==> src/rtl/peri_ctrl_pkg.sv <==
// Shared definitions for the memory-mapped peripheral block: bus widths,
// register offsets, TCON bit positions and the address decoder.
package peri_ctrl_pkg;

  localparam int unsigned MEM_BUS      = 32;
  localparam int unsigned MEM_ADDR_BUS = 32;

  localparam logic [MEM_ADDR_BUS-1:0] PERI_BASE = 32'h4000_0000;

  localparam logic [7:0] ADDR_TH      = 8'h00;
  localparam logic [7:0] ADDR_TL      = 8'h04;
  localparam logic [7:0] ADDR_TCON    = 8'h08;
  localparam logic [7:0] ADDR_LED     = 8'h0C;
  localparam logic [7:0] ADDR_SWITCH  = 8'h10;
  localparam logic [7:0] ADDR_DIGI    = 8'h14;
  localparam logic [7:0] ADDR_SYSTICK = 8'h18;

  localparam int unsigned TCON_EN = 0;
  localparam int unsigned TCON_IE = 1;
  localparam int unsigned TCON_IS = 2;
  localparam int unsigned TCON_W  = 3;

  localparam int unsigned LED_W = 8;
  localparam int unsigned SW_W  = 8;

  typedef enum logic [2:0] {
    SEL_NONE,
    SEL_TH,
    SEL_TL,
    SEL_TCON,
    SEL_LED,
    SEL_SWITCH,
    SEL_DIGI,
    SEL_SYSTICK
  } reg_sel_e;

  // Byte-lane bits are masked off so any address within a word selects it.
  function automatic reg_sel_e decode_addr(input logic [MEM_ADDR_BUS-1:0] a);
    logic [MEM_ADDR_BUS-1:0] w;
    w = a & ~MEM_ADDR_BUS'(3);
    case (w)
      PERI_BASE + MEM_ADDR_BUS'(ADDR_TH):      decode_addr = SEL_TH;
      PERI_BASE + MEM_ADDR_BUS'(ADDR_TL):      decode_addr = SEL_TL;
      PERI_BASE + MEM_ADDR_BUS'(ADDR_TCON):    decode_addr = SEL_TCON;
      PERI_BASE + MEM_ADDR_BUS'(ADDR_LED):     decode_addr = SEL_LED;
      PERI_BASE + MEM_ADDR_BUS'(ADDR_SWITCH):  decode_addr = SEL_SWITCH;
      PERI_BASE + MEM_ADDR_BUS'(ADDR_DIGI):    decode_addr = SEL_DIGI;
      PERI_BASE + MEM_ADDR_BUS'(ADDR_SYSTICK): decode_addr = SEL_SYSTICK;
      default:                                 decode_addr = SEL_NONE;
    endcase
  endfunction

endpackage

==> src/rtl/peri_timer.sv <==
// Programmable reload timer: TH/TL/TCON registers, overflow reload,
// interrupt-status set and CPU-write priority over hardware updates.
module peri_timer
  import peri_ctrl_pkg::*;
#(
  parameter int unsigned TIMER_W = 32
) (
  input  logic               clk,
  input  logic               rst_n,
  input  logic               we_th,
  input  logic               we_tl,
  input  logic               we_tcon,
  input  logic [TIMER_W-1:0] wdata_timer,
  input  logic [TCON_W-1:0]  wdata_tcon,
  output logic [TIMER_W-1:0] th,
  output logic [TIMER_W-1:0] tl,
  output logic [TCON_W-1:0]  tcon
);

  logic wrap;

  assign wrap = tcon[TCON_EN] && (tl == '1);

  // Reload samples the pre-edge TH, so a TH write in the wrap cycle
  // only affects the next period.
  always_ff @(posedge clk or negedge rst_n) begin
    if (!rst_n) begin
      th <= '0;
    end else if (we_th) begin
      th <= wdata_timer;
    end
  end

  always_ff @(posedge clk or negedge rst_n) begin
    if (!rst_n) begin
      tl <= '0;
    end else if (we_tl) begin
      tl <= wdata_timer;
    end else if (wrap) begin
      tl <= th;
    end else if (tcon[TCON_EN]) begin
      tl <= tl + 1'b1;
    end
  end

  // A CPU write overrides a same-cycle status set so an ISR clear is kept.
  always_ff @(posedge clk or negedge rst_n) begin
    if (!rst_n) begin
      tcon <= '0;
    end else if (we_tcon) begin
      tcon <= wdata_tcon;
    end else if (wrap && tcon[TCON_IE]) begin
      tcon[TCON_IS] <= 1'b1;
    end
  end

endmodule

==> src/rtl/peri_ctrl.sv <==
// Memory-mapped peripheral controller on the MEM-stage data bus: address
// decode, combinational reads, LED/DIGI/SWITCH/SYSTICK and the timer IRQ.
module peri_ctrl
  import peri_ctrl_pkg::*;
#(
  parameter int unsigned TIMER_W = 32,
  parameter int unsigned DIGI_W  = 12
) (
  input  logic                    clk,
  input  logic                    rst,
  input  logic                    cre,
  input  logic                    cwe,
  input  logic [MEM_ADDR_BUS-1:0] addr,
  input  logic [MEM_BUS-1:0]      wdata,
  input  logic                    pc31,
  input  logic [SW_W-1:0]         switch_i,
  output logic [MEM_BUS-1:0]      rdata,
  output logic                    intreq,
  output logic [LED_W-1:0]        led_o,
  output logic [DIGI_W-1:0]       digi_o
);

  reg_sel_e           sel;
  logic [TIMER_W-1:0] th;
  logic [TIMER_W-1:0] tl;
  logic [TCON_W-1:0]  tcon;
  logic [TIMER_W-1:0] systick;
  logic [SW_W-1:0]    sw_meta;
  logic [SW_W-1:0]    sw_sync;
  logic [LED_W-1:0]   led;
  logic [DIGI_W-1:0]  digi;

  assign sel = decode_addr(addr);

  peri_timer #(
    .TIMER_W (TIMER_W)
  ) u_timer (
    .clk         (clk),
    .rst_n       (rst),
    .we_th       (cwe && (sel == SEL_TH)),
    .we_tl       (cwe && (sel == SEL_TL)),
    .we_tcon     (cwe && (sel == SEL_TCON)),
    .wdata_timer (wdata[TIMER_W-1:0]),
    .wdata_tcon  (wdata[TCON_W-1:0]),
    .th          (th),
    .tl          (tl),
    .tcon        (tcon)
  );

  always_ff @(posedge clk or negedge rst) begin
    if (!rst) begin
      led  <= '0;
      digi <= '0;
    end else if (cwe) begin
      if (sel == SEL_LED)  led  <= wdata[LED_W-1:0];
      if (sel == SEL_DIGI) digi <= wdata[DIGI_W-1:0];
    end
  end

  always_ff @(posedge clk or negedge rst) begin
    if (!rst) begin
      sw_meta <= '0;
      sw_sync <= '0;
    end else begin
      sw_meta <= switch_i;
      sw_sync <= sw_meta;
    end
  end

  always_ff @(posedge clk or negedge rst) begin
    if (!rst) begin
      systick <= '0;
    end else begin
      systick <= systick + 1'b1;
    end
  end

  always_comb begin
    rdata = '0;
    if (cre) begin
      case (sel)
        SEL_TH:      rdata = MEM_BUS'(th);
        SEL_TL:      rdata = MEM_BUS'(tl);
        SEL_TCON:    rdata = MEM_BUS'(tcon);
        SEL_LED:     rdata = MEM_BUS'(led);
        SEL_SWITCH:  rdata = MEM_BUS'(sw_sync);
        SEL_DIGI:    rdata = MEM_BUS'(digi);
        SEL_SYSTICK: rdata = MEM_BUS'(systick);
        default:     rdata = '0;
      endcase
    end
  end

  assign intreq = tcon[TCON_IS] & tcon[TCON_IE] & ~pc31;
  assign led_o  = led;
  assign digi_o = digi;

endmodule

==> config.mk <==
export PLATFORM = sky130hd
export DESIGN_NAME = peri_ctrl
export DESIGN_NICKNAME = d
export VERILOG_FILES = /design/src/rtl/peri_ctrl_pkg.sv /design/src/rtl/peri_timer.sv /design/src/rtl/peri_ctrl.sv
export SDC_FILE = /design/constraint.sdc
export NUM_CORES = 1
export LEC_CHECK = 0
export BUFFER_PORTS_ARGS = -buffer_cell sky130_fd_sc_hd__buf_2
export CAP_MARGIN = 40
export CORE_UTILIZATION = 45
export DETAILED_ROUTE_END_ITERATION = 10
export PLACE_DENSITY = 0.76
export REMOVE_ABC_BUFFERS = 1
export SLEW_MARGIN = 25
export SYNTH_ARGS = -nofsm -noshare
export SYNTH_HDL_FRONTEND = slang
export SYNTH_SLANG_ARGS = --single-unit
==> constraint.sdc <==
create_clock -name clk -period 2.3 [get_ports clk]
set_input_delay 0.115 -clock clk [delete_from_list [all_inputs] [get_ports clk]]
set_output_delay 0.115 -clock clk [all_outputs]
set_load 0.05 [all_outputs]
==> flow_summary.yaml, run 1 <==
status:
  status: "completed"
sta:
  clock_skew_ps: 7.505
  setup_ws_ps: 114.5
  setup-tns-final_ps: 0
  final.min_clock_period_ps: 2185
  slew_headroom_pct: 59.95
  tightestPinTransition_ps: 596.1
  finalHoldViolCount: 0
  setup_viol: 0
  fin_hold_ws_ps: 242.3
  grt_setup_unrepaired: "false"
  finalCritPeriodShare_pct: 95.02
  max_freq_mhz: 457.6
  maxSlewViolCount: 0
placement:
  place_congestion: 0.9139
  place_ws_ps: 177.0
  placed_area_um2: 8419
  port_buffers: 127
  dp_hpwl_um: 14960
  placed_cells_incl_taps: 1039
die:
  placementRows: 45
  die_area_um2: 16570
  initial_utilization_pct: 46.83
  die_h_um: 128.7
  die_w_um: 128.7
  core-area_um2: 15430
  io_pins: 130
synth:
  synth-seq-cells: 135
  synth_ff_type: "dfrtp_1"
  synthArstFlopShare_pct: 100.0
  synth_top_area_cell: "dfrtp_1"
  avgSynthCellArea_um2: 10.49
  yosys-top-cells-area: "dfrtp_1 (47%), mux2_2 (8.1%), xnor2_1 (3.4%)"
  ys_warn_count: 0
  synth_top_cells_by_count: "dfrtp_1 (135), nand2_1 (57), nor2_1 (53)"
  synth-edff-count: 0
  synth_cell_types: 64
  yosysTopAreaCellShare_pct: 46.76
  synth_area_um2: 7224
  yosys.cell_count.top_type: "dfrtp_1"
  synth_seq_area_share_pct: 46.76
  syn_inst: 689
cts:
  tritoncts: "built"
  cts_buffers: 17
  insertion_delay_ps: 430
  clock_path_buffers: 2
  clkSlewWorstSetupHoldPaths_ps: 50
  ctsHtreeMaxLevel: 4
  post_cts_buffers: 0
  cts.sinks: 135
  cts_root_buf: "clkbuf_16"
global_route:
  grt_pass1_vias: 6669
  antenna_found_initial: 0
  grt_first_pass_wirelength_um: 34360
  grt_max_degree: 60
  track_usage_pct: 27.35
  grt_overflow_total: 0
route:
  drt_iter0_markers: 474
  avgViaCountPerCell: 5.836
  wl_um: 21440
  antenna_left: 0
  drt_pre_antenna_iters: 5
  wl_per_cell_um: 19.28
  vias: 6490
  drc: 0
layout:
  layout.nets: 967
  nFillCells: 1280
  syn2layout_area_growth_pct: 30.36
  fin_util_pct: 61.05
  final_cells: 1112
  drive_gt1_share_pct: 31.30
  final_area_um2: 9418
  n_antenna_cell: 0
setup_path:
  worstPathRequired_ps: 2180
  crit_type: "flip-flop to output pin"
  critPathArrivalTime_ps: 2070
  timing.critical_path.from_type: "flip-flop"
  end_kind: "output pin"
  crit_fanout: 31
power_and_ir_drop:
  p_seq_share_pct: 44.4
  ir_worst_vdd_uv: 530.5
  p_leak_nw: 4.262
  internal_power_mw: 4.231
  p_clk_share_pct: 49.9
  p_per_area_nw_per_um2: 572.8
  p_switching_mw: 1.164
  combPwrFrac_pct: 5.7
  total_power_mw: 5.394
  swShare_pct: 21.57
hold_path:
  hp-class: "input port to asynchronous set/reset pin"
run:
  maxCapViolCount: 0
==> cells in the final DEF (no fill, tap or decap), drive strengths merged, types with 10 or more instances in the layout <==
| cell | Yosys | layout |
|---|---|---|
| buf | 16 | 177 |
| dfrtp | 135 | 135 |
| nand2 | 57 | 57 |
| nor2 | 54 | 54 |
| mux2 | 54 | 54 |
| dlygate4sd3 | 0 | 41 |
| o21ai | 31 | 31 |
| nand3 | 30 | 30 |
| xnor2 | 28 | 28 |
| clkbuf | 23 | 24 |
| a21oi | 23 | 23 |
| a32oi | 20 | 20 |
| o2bb2ai | 20 | 20 |
| mux2i | 17 | 17 |
| nand4 | 17 | 17 |
| and3 | 14 | 14 |
| xor2 | 13 | 13 |
| a211oi | 12 | 12 |
| inv | 10 | 10 |
| a31oi | 10 | 10 |
| nor3 | 10 | 10 |
==> power groups by stage <==
stage | sequential (mW) | clock, mW | combinational (mW)
final | 2.40 | 2.69 | 0.308
after global placement | 2.44 | 0 | 0.250
after detailed placement | 2.44 | 0 | 0.252
after global routing | 2.40 | 2.81 | 0.335
after floorplan | 2.44 | 0 | 0.0569
after CTS | 2.40 | 2.72 | 0.307
==> critical path, stage by stage, from the launching register on <==
cell,delay [ps]
dfrtp_1,480
buf_12,220
mux4_2,470
mux2i_1,150
nor2_1,80
buf_2,240
==> metal layers <==
metal  vias to the layer above  share of wire (%)  global-route usage, %
li1                       2975                  -                      -
met1                      3205                 42                  34.26
met3                        43                6.2                  5.031
met4                         0                2.6                  12.04
met2                       267                 49                  46.23
met5                         -                  0                      0
==> final timing paths <==
path / start / end / slack (ps) / cells past startpoint
max reg2reg: u_timer.tl[0] / u_timer.tl[31] / 200 / 7
min in group clk: cwe / u_timer.tl[2] / 320 / 6
min reg2reg: sw_meta[6] / sw_sync[6] / 350 / 0
max in group asynchronous: rst / u_timer.tcon[0] / 1240 / 3
max: u_timer.tcon[0] / rdata[0] / 110 / 5
min: rst / systick[28] / 240 / 2
==> cell families (layout without fill, tap and decap cells) <==
group / Yosys count / in the layout / share of synthesized area, %
DFF: 135 / 135 / 46.76
xor gates and xnor gates: 41 / 41 / 4.971
muxes: 76 / 76 / 12.33
AOI/OAI and AO/OA: 160 / 160 / 15.67
buffers and inverters: 49 / 261 / 3.256
and+or+nand+nor: 226 / 226 / 16.66
adders and majority gates: 2 / 2 / 0.3463
==> registers in the layout (all words and copies together) (netlist names) <==
signal        flops
led_o             8
u_timer.th       32
sw_meta           8
u_timer.tl       32
digi_o           12
sw_sync           8
u_timer.tcon      3
systick          32
==> layout make-up <==
class                      instances  area [um^2]  area share (%)
timing repair buffer             219         1525           16.20
sequential                       135         3378           35.87
tap                              211        264.0           2.803
clock buffer                      23        488.0           5.181
inverter                          10        37.54          0.3986
multi-input combinational        505         3627           38.51
clock inverter                     9        97.59           1.036
==> timing repair <==
item                                    4_1_cts  5_1_grt
hold buffers                                 41        0
hold endpoints to repair                    146        0
endpoints found under the setup margin        0        1
resized for setup                             0        1
Note: power is estimated with default switching activity, not from simulation.
==> run 2: changes to the inputs <==
--- a/config.mk
+++ b/config.mk
@@ -6,9 +6,11 @@
 export NUM_CORES = 1
 export LEC_CHECK = 0
 export BUFFER_PORTS_ARGS = -buffer_cell sky130_fd_sc_hd__buf_2
-export CAP_MARGIN = 40
+export CAP_MARGIN = 20
 export CORE_UTILIZATION = 45
 export DETAILED_ROUTE_END_ITERATION = 10
+export GPL_TIMING_DRIVEN = 0
+export HOLD_SLACK_MARGIN = 0.08
 export PLACE_DENSITY = 0.76
 export REMOVE_ABC_BUFFERS = 1
 export SLEW_MARGIN = 25
==> run 2 against run 1 <==
Clock skew shrank 2.6 ps. Via count grew 1.7%. Critical path depth grew 1. Wire length grew 4.2%. Non-clock buffer count shrank 28. Sequential share of layout area grew 0.26 points. Flip-flop and latch count is the same. Clock power grew 6%. Combinational power shrank 2%. Largest power group unchanged. Highest routed layer unchanged.
==> flow_summary.yaml, run 2 (synthesis results as in run 1) <==
status:
  status: "completed"
global_route:
  grt_pass1_vias: 6590
  antenna_found_initial: 0
  grt_max_degree: 96
  track_usage_pct: 27.59
  grt_first_pass_wirelength_um: 34720
  grt_overflow_total: 0
layout:
  final_cells: 1087
  largestRegisters: "systick x32, u_timer.th x32, u_timer.tl x32"
  final_common_cell: "dfrtp_1"
  mostFrequentLayoutCells: "dfrtp_1 (133), buf_2 (114), nand2_1 (55), mux2_2 (52), nor2_1 (50)"
  final_area_um2: 9364
  nFillCells: 1272
  n_antenna_cell: 0
  syn2layout_area_growth_pct: 29.62
  fin_util_pct: 60.70
  layout.nets: 942
  register_area_um2: 3383
  drive_gt1_share_pct: 31.16
  multi_input_area_um2: 3729
sta:
  finalHoldViolCount: 0
  clock_skew_ps: 4.868
  finalCritPeriodShare_pct: 99.42
  slew_headroom_pct: 56.52
  setup_viol: 0
  tightestPinTransition_ps: 648.7
  setup_ws_ps: 13.26
  final.min_clock_period_ps: 2287
  setup-tns-final_ps: 0
  max_freq_mhz: 437.3
  fin_hold_ws_ps: 169.8
  maxSlewViolCount: 0
setup_path:
  crit_type: "flip-flop to flip-flop"
  end_kind: "flip-flop"
  critPathArrivalTime_ps: 2630
  timing.critical_path.from_type: "flip-flop"
  worstPathRequired_ps: 2650
  crit_fanout: 9
route:
  drt_iter0_markers: 705
  wl_um: 22350
  wl_per_cell_um: 20.56
  drc: 0
  drt_pre_antenna_iters: 7
  antenna_left: 0
  vias: 6599
  avgViaCountPerCell: 6.071
die:
  initial_utilization_pct: 46.83
  core-area_um2: 15430
  io_pins: 130
  die_area_um2: 16570
  die_h_um: 128.7
  die_w_um: 128.7
  placementRows: 45
hold_path:
  hp-class: "input port to asynchronous set/reset pin"
power_and_ir_drop:
  total_power_mw: 5.546
  p_leak_nw: 4.168
  ir_worst_vdd_uv: 542.6
  p_per_area_nw_per_um2: 592.3
placement:
  dp_hpwl_um: 14230
  placed_cells_incl_taps: 999
  place_congestion: 0.8349
  place_ws_ps: -1278
  port_buffers: 127
  placed_area_um2: 8080
cts:
  insertion_delay_ps: 430
  ctsHtreeMaxLevel: 4
  cts.sinks: 135
  clkSlewWorstSetupHoldPaths_ps: 60
  cts_buffers: 17
  cts_root_buf: "clkbuf_16"
  tritoncts: "built"
  clock_path_buffers: 2
run:
  maxCapViolCount: 0
run 2: cell count changes in the layout (fill, tap and decap cells not counted), sizes merged:
cell and delta:
clkinvlp +3, bufinv +1, clkinv -4, inv -1
buf -33, and4 +1, clkbuf +7, nand2 +1
run 2: path summary, 6_finish.rpt:
check	start	endpoint	slack, ps	depth (start not counted)
max in group asynchronous	rst	u_timer.tcon[0]	1360	3
hold / removal	rst	u_timer.tl[27]	170	2
setup reg to reg	u_timer.tl[12]	u_timer.tl[29]	10	6
setup / recovery	u_timer.tl[12]	u_timer.tl[29]	10	6
min in group clk	cwe	u_timer.tl[12]	190	5
hold reg to reg	sw_meta[1]	sw_sync[1]	350	0
run 2: layer usage:
layer | vias up | share of wire, % | track usage [%]
met5 | - | 0 | 0
met1 | 3262 | 40 | 33.81
li1 | 2932 | - | -
met4 | 0 | 2.8 | 12.39
met3 | 54 | 8.6 | 7.443
met2 | 351 | 49 | 45.63
run 2: worst max-delay path: stages, from the launching register on:
cell	delay (ps)
dfrtp_1	520
nand4_2	210
nor2_1	500
nand2_1	200
o41ai_1	440
o22ai_1	150
o21ai_0	170
run 2: cell type report:
class                           instances  area share (%)
Multi-Input combinational cell        507           39.82
Sequential cell                       135           36.13
Timing Repair Buffer                  191           14.11
Clock buffer                           25           5.398
Tap cell                              211           2.819
Clock inverter                          7           1.229
Inverter                               10          0.4409
Timing Repair inverter                  1         0.05345
run 2: power by group:
group,total [mW],internal (mW),leakage [nW],switching (mW)
logic,0.301,0.134,2.15,0.166
clock network,2.85,1.84,0.299,1.01
registers,2.39,2.39,1.72,0.00386
total,5.55,4.37,4.17,1.18
run 2: what timing repair did:
action | in CTS | in global routing
resized for setup | 24 | 14
hold endpoints to repair | 230 | 0
buffers inserted | 4 | 8
hold buffers | 41 | 0
endpoints found under the setup margin | 71 | 63
cloned | 2 | 1
pin swaps | 4 | 6
